[config.mk]
export PLATFORM = sky130hd
export DESIGN_NAME = nim_coincidence_trigger
export DESIGN_NICKNAME = d
export VERILOG_FILES = /design/src/rtl/nim_trig_pkg.sv /design/src/rtl/nim_sat_counter.sv /design/src/rtl/nim_coincidence_trigger.sv
export SDC_FILE = /design/constraint.sdc
export NUM_CORES = 1
export LEC_CHECK = 0
export BUFFER_PORTS_ARGS = -buffer_cell sky130_fd_sc_hd__buf_2
export CAP_MARGIN = 5
export CORE_UTILIZATION = 58
export DETAILED_ROUTE_END_ITERATION = 12
export HOLD_SLACK_MARGIN = 0.03
export PLACE_DENSITY_LB_ADDON = 0.3
export SYNTH_ARGS = -nofsm -noshare
export SYNTH_HDL_FRONTEND = slang
export SYNTH_SLANG_ARGS = --single-unit
[constraint.sdc]
create_clock -name clk -period 6.4 [get_ports clk]
set_input_delay 1.28 -clock clk [delete_from_list [all_inputs] [get_ports clk]]
set_output_delay 1.28 -clock clk [all_outputs]
set_load 0.005 [all_outputs]
[src/rtl/nim_trig_pkg.sv]
// nim_trig_pkg: shared state enum, default widths and popcount for the NIM coincidence trigger
package nim_trig_pkg;
  typedef enum logic [1:0] {IDLE, PULSE, DEAD} trig_state_t;
  localparam int N_CH_DEF = 4;
  localparam int PW_W_DEF = 16;
  localparam int DT_W_DEF = 16;
  localparam int CNT_W_DEF = 32;
  function automatic logic [4:0] popcount(input logic [15:0] v);
    popcount = '0;
    for (int i = 0; i < 16; i++) popcount = popcount + 5'(v[i]);
  endfunction
endpackage

[src/rtl/nim_sat_counter.sv]
// nim_sat_counter: saturating up-counter, clear wins over a same-cycle increment
module nim_sat_counter #(
  parameter int W = 32
) (
  input  logic         clk,
  input  logic         reset,
  input  logic         inc,
  input  logic         clr,
  output logic [W-1:0] count
);
  always_ff @(posedge clk)
    if (reset || clr) count <= '0;
    else if (inc && !(&count)) count <= count + W'(1);
endmodule

[src/rtl/nim_coincidence_trigger.sv]
// nim_coincidence_trigger: masked majority coincidence -> fixed-width pulse with deadtime, veto, counters.
// Define NIM_TRIG_PRESCALE_EN to fire only on every (prescale+1)-th acceptable candidate.
module nim_coincidence_trigger
  import nim_trig_pkg::*;
#(
  parameter int N_CH  = N_CH_DEF,
  parameter int PW_W  = PW_W_DEF,
  parameter int DT_W  = DT_W_DEF,
  parameter int CNT_W = CNT_W_DEF
) (
  input  logic                       clk,
  input  logic                       reset,
  input  logic                       enable,
  input  logic [N_CH-1:0]            ch_in,
  input  logic [N_CH-1:0]            ch_mask,
  input  logic [$clog2(N_CH+1)-1:0]  majority,
  input  logic [PW_W-1:0]            out_width,
  input  logic [DT_W-1:0]            deadtime,
  input  logic                       veto_in,
  input  logic [15:0]                prescale,
  input  logic                       count_clear,
  output logic                       trig_out,
  output logic                       busy,
  output logic [CNT_W-1:0]           trig_count,
  output logic [CNT_W-1:0]           reject_count
);
  localparam int CW = (PW_W > DT_W) ? PW_W : DT_W;
  trig_state_t state;
  logic [CW-1:0] cnt;
  logic coin, coin_prev, candidate, accept_ok, fire;
  assign coin = (popcount(16'(ch_in & ch_mask)) >= 5'(majority)) && (majority != '0);
  assign candidate = coin && !coin_prev;
  assign accept_ok = candidate && (state == IDLE) && enable && !veto_in;
`ifdef NIM_TRIG_PRESCALE_EN
  logic [15:0] psc;
  assign fire = accept_ok && (psc == prescale);
  always_ff @(posedge clk)
    if (reset || count_clear) psc <= '0;
    else if (accept_ok) psc <= fire ? '0 : psc + 16'd1;
`else
  logic unused_prescale;
  assign unused_prescale = ^prescale;
  assign fire = accept_ok;
`endif
  // cnt is shared: holds remaining pulse cycles in PULSE, remaining idle cycles in DEAD
  always_ff @(posedge clk)
    if (reset) begin
      state     <= IDLE;
      cnt       <= '0;
      trig_out  <= 1'b0;
      busy      <= 1'b0;
      coin_prev <= 1'b0;
    end else begin
      coin_prev <= coin;
      case (state)
        IDLE:
          if (fire) begin
            state    <= PULSE;
            cnt      <= (out_width == '0) ? CW'(1) : CW'(out_width);
            trig_out <= 1'b1;
            busy     <= 1'b1;
          end
        PULSE:
          if (cnt <= CW'(1)) begin
            state    <= (deadtime != '0) ? DEAD : IDLE;
            cnt      <= CW'(deadtime);
            trig_out <= 1'b0;
            busy     <= (deadtime != '0);
          end else cnt <= cnt - CW'(1);
        DEAD:
          if (cnt <= CW'(1)) begin
            state <= IDLE;
            busy  <= 1'b0;
          end else cnt <= cnt - CW'(1);
        default: begin
          state    <= IDLE;
          trig_out <= 1'b0;
          busy     <= 1'b0;
        end
      endcase
    end
  nim_sat_counter #(.W(CNT_W)) u_trig_cnt (
    .clk(clk), .reset(reset), .inc(fire), .clr(count_clear), .count(trig_count)
  );
  nim_sat_counter #(.W(CNT_W)) u_reject_cnt (
    .clk(clk), .reset(reset), .inc(candidate && !accept_ok), .clr(count_clear), .count(reject_count)
  );
endmodule
### Word level (Yosys, flattened, before mapping)

Index checks and enable logic that the tools add are counted.
W data, S select, Z words.

* register bits after elaboration: 85
* input port bits: 64
* word-level logic and storage cells: 74

* add/subtract/negate cells: 18
* order comparisons: 2
* equality and inequality tests: 6
* multiplexer cells: 15
* bitwise logic cells: 2
* reduce and logical (&&, ||, !) cells: 24

Operators with widths (number)
* $add A32 B1 Y32 const B: 2
* $mux W16: 4
* $reduce_and A32 Y1: 2
* $add A5 B1 Y5 const B: 11
* $pmux W16 S3: 1
* $le A16 B1 Y1 const B: 1
* $logic_not A16 Y1: 1
* $reduce_bool A16 Y1: 1
* $sub A16 B1 Y16 const B: 1
* $reduce_and A3 Y1: 3
* $logic_and A1 B1 Y1: 8
* $mux W2: 4
* $ne A2 B2 Y1 const B: 4
* $pmux W1 S3: 2
* $pmux W2 S3: 1
* $reduce_bool A3 Y1: 2
* $add A4 B1 Y5 const B: 1
* $ge A5 B3 Y1: 1
* $logic_not A1 Y1: 5
* $add A3 B1 Y4: 1
* $and A4 B4 Y4: 1
* $add A2 B1 Y3: 1
* $mux W1: 3
* $add A1 B1 Y2: 1
* 5 further kinds: 5

### Logic depth before layout (Yosys ltp)

* depth in word-level cells: 25
* gate-level depth with buffers: 13

### By module

A second synthesis with hierarchy kept.

* cell total of the unflattened synthesis: 596
* area, all modules: 4992.3 um^2

Modules (own cells, without submodules)
* nim_sat_counter: instances 2, cells each 194, area each 1636.6 um^2
* nim_coincidence_trigger: instances 1, cells each 208, area each 1719.1 um^2

### Least setup slack after synthesis

OpenSTA, ideal clock, no wires.

* path type: in2reg
* from: input port ch_in[0]
* to: register cnt[11]
* setup time: 70 ps
* data arrival time: 4000 ps
* required time: 6330 ps
* path slack: 2330 ps
* stages: 13
* cells stage by stage: nand2_1 fa_1 inv_1 ha_1 ha_1 ha_1 nand2_1 o21ai_2 a41oi_1 a2111oi_0 buf_2 o21ai_0 o2bb2ai_1

* cells in the longest elaborated chain, start to end: 24

RTL lines
* from (decl): line nim_coincidence_trigger.sv:14 `input logic [N_CH-1:0] ch_in,`
* $and A4 B4 Y4: line nim_coincidence_trigger.sv:31 `assign coin = (popcount(16'(ch_in & ch_mask)) >= 5'(majority)) && (majority != '0);`
* $add A1 B1 Y2: line nim_trig_pkg.sv:10 `for (int i = 0; i < 16; i++) popcount = popcount + 5'(v[i]);`
* $add A2 B1 Y3: line nim_trig_pkg.sv:10
* $add A3 B1 Y4: line nim_trig_pkg.sv:10
* $add A4 B1 Y5: line nim_trig_pkg.sv:10
* $add A5 B1 Y5 (11 in series): line nim_trig_pkg.sv:10
* $ge A5 B3 Y1: line nim_coincidence_trigger.sv:31
* $logic_and A1 B1 Y1: line nim_coincidence_trigger.sv:31
* $logic_and A1 B1 Y1: line nim_coincidence_trigger.sv:32 `assign candidate = coin && !coin_prev;`
* $logic_and A1 B1 Y1 (3 in series): line nim_coincidence_trigger.sv:33 `assign accept_ok = candidate && (state == IDLE) && enable && !veto_in;`
* $ne A2 B2 Y1 (no source line)
* $reduce_and A3 Y1 (no source line)
* to (signal assigned): line nim_coincidence_trigger.sv:59 `cnt <= (out_width == '0) ? CW'(1) : CW'(out_width);`
* to (signal assigned): line nim_coincidence_trigger.sv:66 `cnt <= CW'(deadtime);`
* to (signal assigned): line nim_coincidence_trigger.sv:69 `end else cnt <= cnt - CW'(1);`
* to (decl): line nim_coincidence_trigger.sv:29 `logic [CW-1:0] cnt;`

Every way passes these cells.
A chain may end at the register's enable or synchronous reset.

### Worst setup path in the final report

* from: input port ch_in[0]
* to: register cnt[3]

Same word-level chain as after synthesis.

==> summary.md <==
| Metric | Value |
|---|---|
| Worst slack, placed | `1.74 ns` |
| DRC | `0` |
| Post-synth top area cell | `dfxtp_1` |
| Primary FF master, synth | `dfxtp_1` |
| Crit Path Category | `in -> reg` |
| Die width | `95.7 microns` |
| TritonCTS clock tree | `done` |
| Crit end category | `register` |
| Worst Path Required | `6.70 ns` |
| Worst R2R Setup Slack | `3.61 ns` |
| Synth top area share | `0.334` |
| Fraction of layout cells with a size suffix above 1 | `0.213` |
| Synth cell count leaders | `88 x nor2_1, 85 x dfxtp_1, 62 x xnor2_1, 36 x nand2_1, 36 x nand3_1` |
| Post-Synthesis Cells | `623` |
| Clock Sinks | `85` |
| DR vias/cell | `6.26` |
| Synth top area cells | `dfxtp_1 33%, xnor2_1 11%, nor2_1 6.5%` |
| Slew @ Worst Pin | `1.17 ns` |
| Antenna Cells | `0` |
| PD cells | `373 nW/um^2` |
| TritonCTS buffer count | `9` |
| CP endpoint | `cnt[3]` |
| Worst Setup SP | `ch_in[0]` |
| Global route overflow | `0` |
| Crit path cell chain | `buf_2 > nand2_1 > fa_1 > inv_1 > ha_1 > ha_1 > ha_1 > a21oi_1 > o21ai_2 > a41oi_1 > a211oi_1 > nor2_1 > a22o_1` |
| Yosys warnings | `0` |
| CP Launch Type | `primary input` |
| Routed len/inst | `16.1 microns` |
| Routed Antenna Nets | `0` |
| Final period util | `0.680` |
| CTS-repair resized insts | `0` |
| Post-Route WL | `13300 microns` |
| RSZ-0062 raised after global routing | `no` |
| Status | `complete, no violations` |
| Largest net degree at the start of global routing | `63` |
| All-Layer GR Usage | `0.296` |
| CP max stage cell | `nor2_1` |
| Clk_lat worst skew | `0.36 ns` |
| Global-route wire length before repair | `21300 microns` |
| Die area | `9160 sq um` |
| Clock tree buffer depth | `2` |
| Max-Cap Viols | `0` |
| Die Y | `95.7 microns` |
| Post-CTS Setup Repair Bufs | `0` |
| IO buf count | `113` |
| Syn nets | `701` |
| FF-to-FF path depth | `6` |
| TritonRoute pass-1 iters | `5` |
| Initial Util | `0.611` |
| Top-count cell post-synth | `nor2_1` |
| GPL Wtd Cong | `0.914` |
| CP max stage delay | `0.75 ns` |
| Seq/Total Area, Yosys | `0.334` |
| Synthesized flop and latch total | `85` |
| CP max FO | `11` |
| Max_slew headroom | `0.222` |
| Core region area | `8340 sq um` |
| Clock root buffer | `clkbuf_8` |
| Yosys cell types | `70` |
| Slack of the critical path | `2.05 ns` |
| Mapped Area | `5090 sq um` |
| Crit-path most repeated cell | `ha_1` |
| Maximum vdd drop | `213 uV` |
| Final Max Slew Viols | `0` |
| Post-Route Skew | `0.0132 ns` |
| I/O pin cnt | `130` |
| P_leak | `2.21 nW` |
| Initial antenna violation count | `0` |
| Final Hold Viols | `0` |
| Hold path start | `cnt[8]` |
| Num rows | `33` |
| WP data arrival | `4.65 ns` |
| Hold WC Path Type | `reg -> reg` |
| Final Setup Violations | `0` |
| Total negative slack | `0 ns` |
| Vias in the first global route | `4656` |
| Syn Area/Cell | `8.18 sq um` |
| Post-synth EDFFs | `0` |
| Maximum clock rate | `0.230 GHz` |
| Reg2reg start | `cnt[4]` |
| # hold bufs at CTS | `0` |
| Clock slew at reported path FFs | `0.09 ns` |
| Dpl hpwl | `9570 microns` |
| Initial DRC Count | `334` |
| Minimum clock period | `4.35 ns` |
| Reg2reg end | `cnt[3]` |
| Area growth syn-to-layout | `16.0%` |
| Ys async rst share | `0` |
| H-tree depth | `3` |
| Post-layout nets | `793` |
| Vias | `5163` |
## worst max-delay path, delay by kind of cell
family          cells  cell delay [ns]
simple gates        2             0.81
buf+inv             2             0.12
compound gates      5             1.25
fa+ha+maj           4             1.19
## stage by stage
step,instance area [sq um],hold slack [ns],power [mW],cells,util
2_1_floorplan,5090,0.480,1.47,623,-
4_1_cts,5910,0.521,2.18,825,0.709
3_5_place_dp,5640,0.504,1.67,809,0.676
6_report,5910,0.528,2.21,825,0.709
3_3_place_gp,5640,0.485,1.64,809,0.676
5_1_grt,5910,0.564,2.34,825,0.709
## placed cells by master (no fill, tap or decap), types with 3 or more instances in the layout
master,instances
a21oi_1,17
a22o_1,3
a31oi_1,7
and2_1,5
and3_1,5
and4_1,10
buf_2,113
bufinv_16,4
clkbuf_8,9
dfxtp_1,85
ha_1,13
inv_1,23
mux2i_1,3
nand2_1,36
nand3_1,36
nand4_1,19
nor2_1,88
nor3_1,28
nor3b_1,4
nor4_1,31
nor4_2,5
nor4b_1,8
o21ai_0,19
o21ai_1,5
o22ai_1,3
o2bb2ai_1,6
o31ai_1,8
or2_1,3
or3_1,3
xnor2_1,62
xor2_1,5
## flip-flops by register name, summed over array words and instances, names as in the netlist
name                cells
trig_out                1
state                   2
u_trig_cnt.count       32
coin_prev               1
u_reject_cnt.count     32
busy                    1
cnt                    16
## power by group
group          switching (mW)  internal, mW
Clock                   0.210         0.302
Combinational           0.670         0.385
Sequential             0.0675         0.573
## metal layers
layer / vias to the layer above / global-route usage / share of wire
li1: 2445 / - / -
met4: 0 / 0.0945 / 0.025
met1: 2471 / 0.363 / 0.42
met3: 32 / 0.0908 / 0.075
met2: 215 / 0.495 / 0.48
met5: - / 0 / 0
## logic make-up (layout without fill, tap and decap cells)
| kind of cell | after synthesis | count (layout) | share of synthesized area |
|---|---|---|---|
| AND/OR/NAND/NOR | 304 | 304 | 0.333 |
| AO/OA/AOI/OAI | 91 | 91 | 0.122 |
| flip-flops | 85 | 85 | 0.334 |
| XOR/XNOR | 67 | 67 | 0.115 |
| buffers and inverters | 57 | 154 | 0.0498 |
| adder cells (fa/ha/maj) | 14 | 14 | 0.0359 |
| multiplexers | 5 | 5 | 0.0103 |
## worst min-delay path by stage
stage                                       to  slack, ns  depth (start not counted)
final                                   cnt[8]       0.53                          1
after global routing                    cnt[8]       0.56                          1
after CTS                               cnt[8]       0.52                          1
after detailed placement                cnt[8]       0.50                          1
after global placement    u_trig_cnt.count[30]       0.49                          1
after floorplan                         cnt[8]       0.48                          1
## layout make-up
class / count / area [sq um]
Clock buffer: 9 / 124
Clock inverter: 7 / 145
Fill cell: 679 / 2430
Inverter: 23 / 86.3
Multi-Input combinational cell: 481 / 3140
Sequential cell: 85 / 1700
Tap cell: 105 / 131
Timing Repair Buffer: 115 / 581
Note: power is estimated with default switching activity, not from simulation.
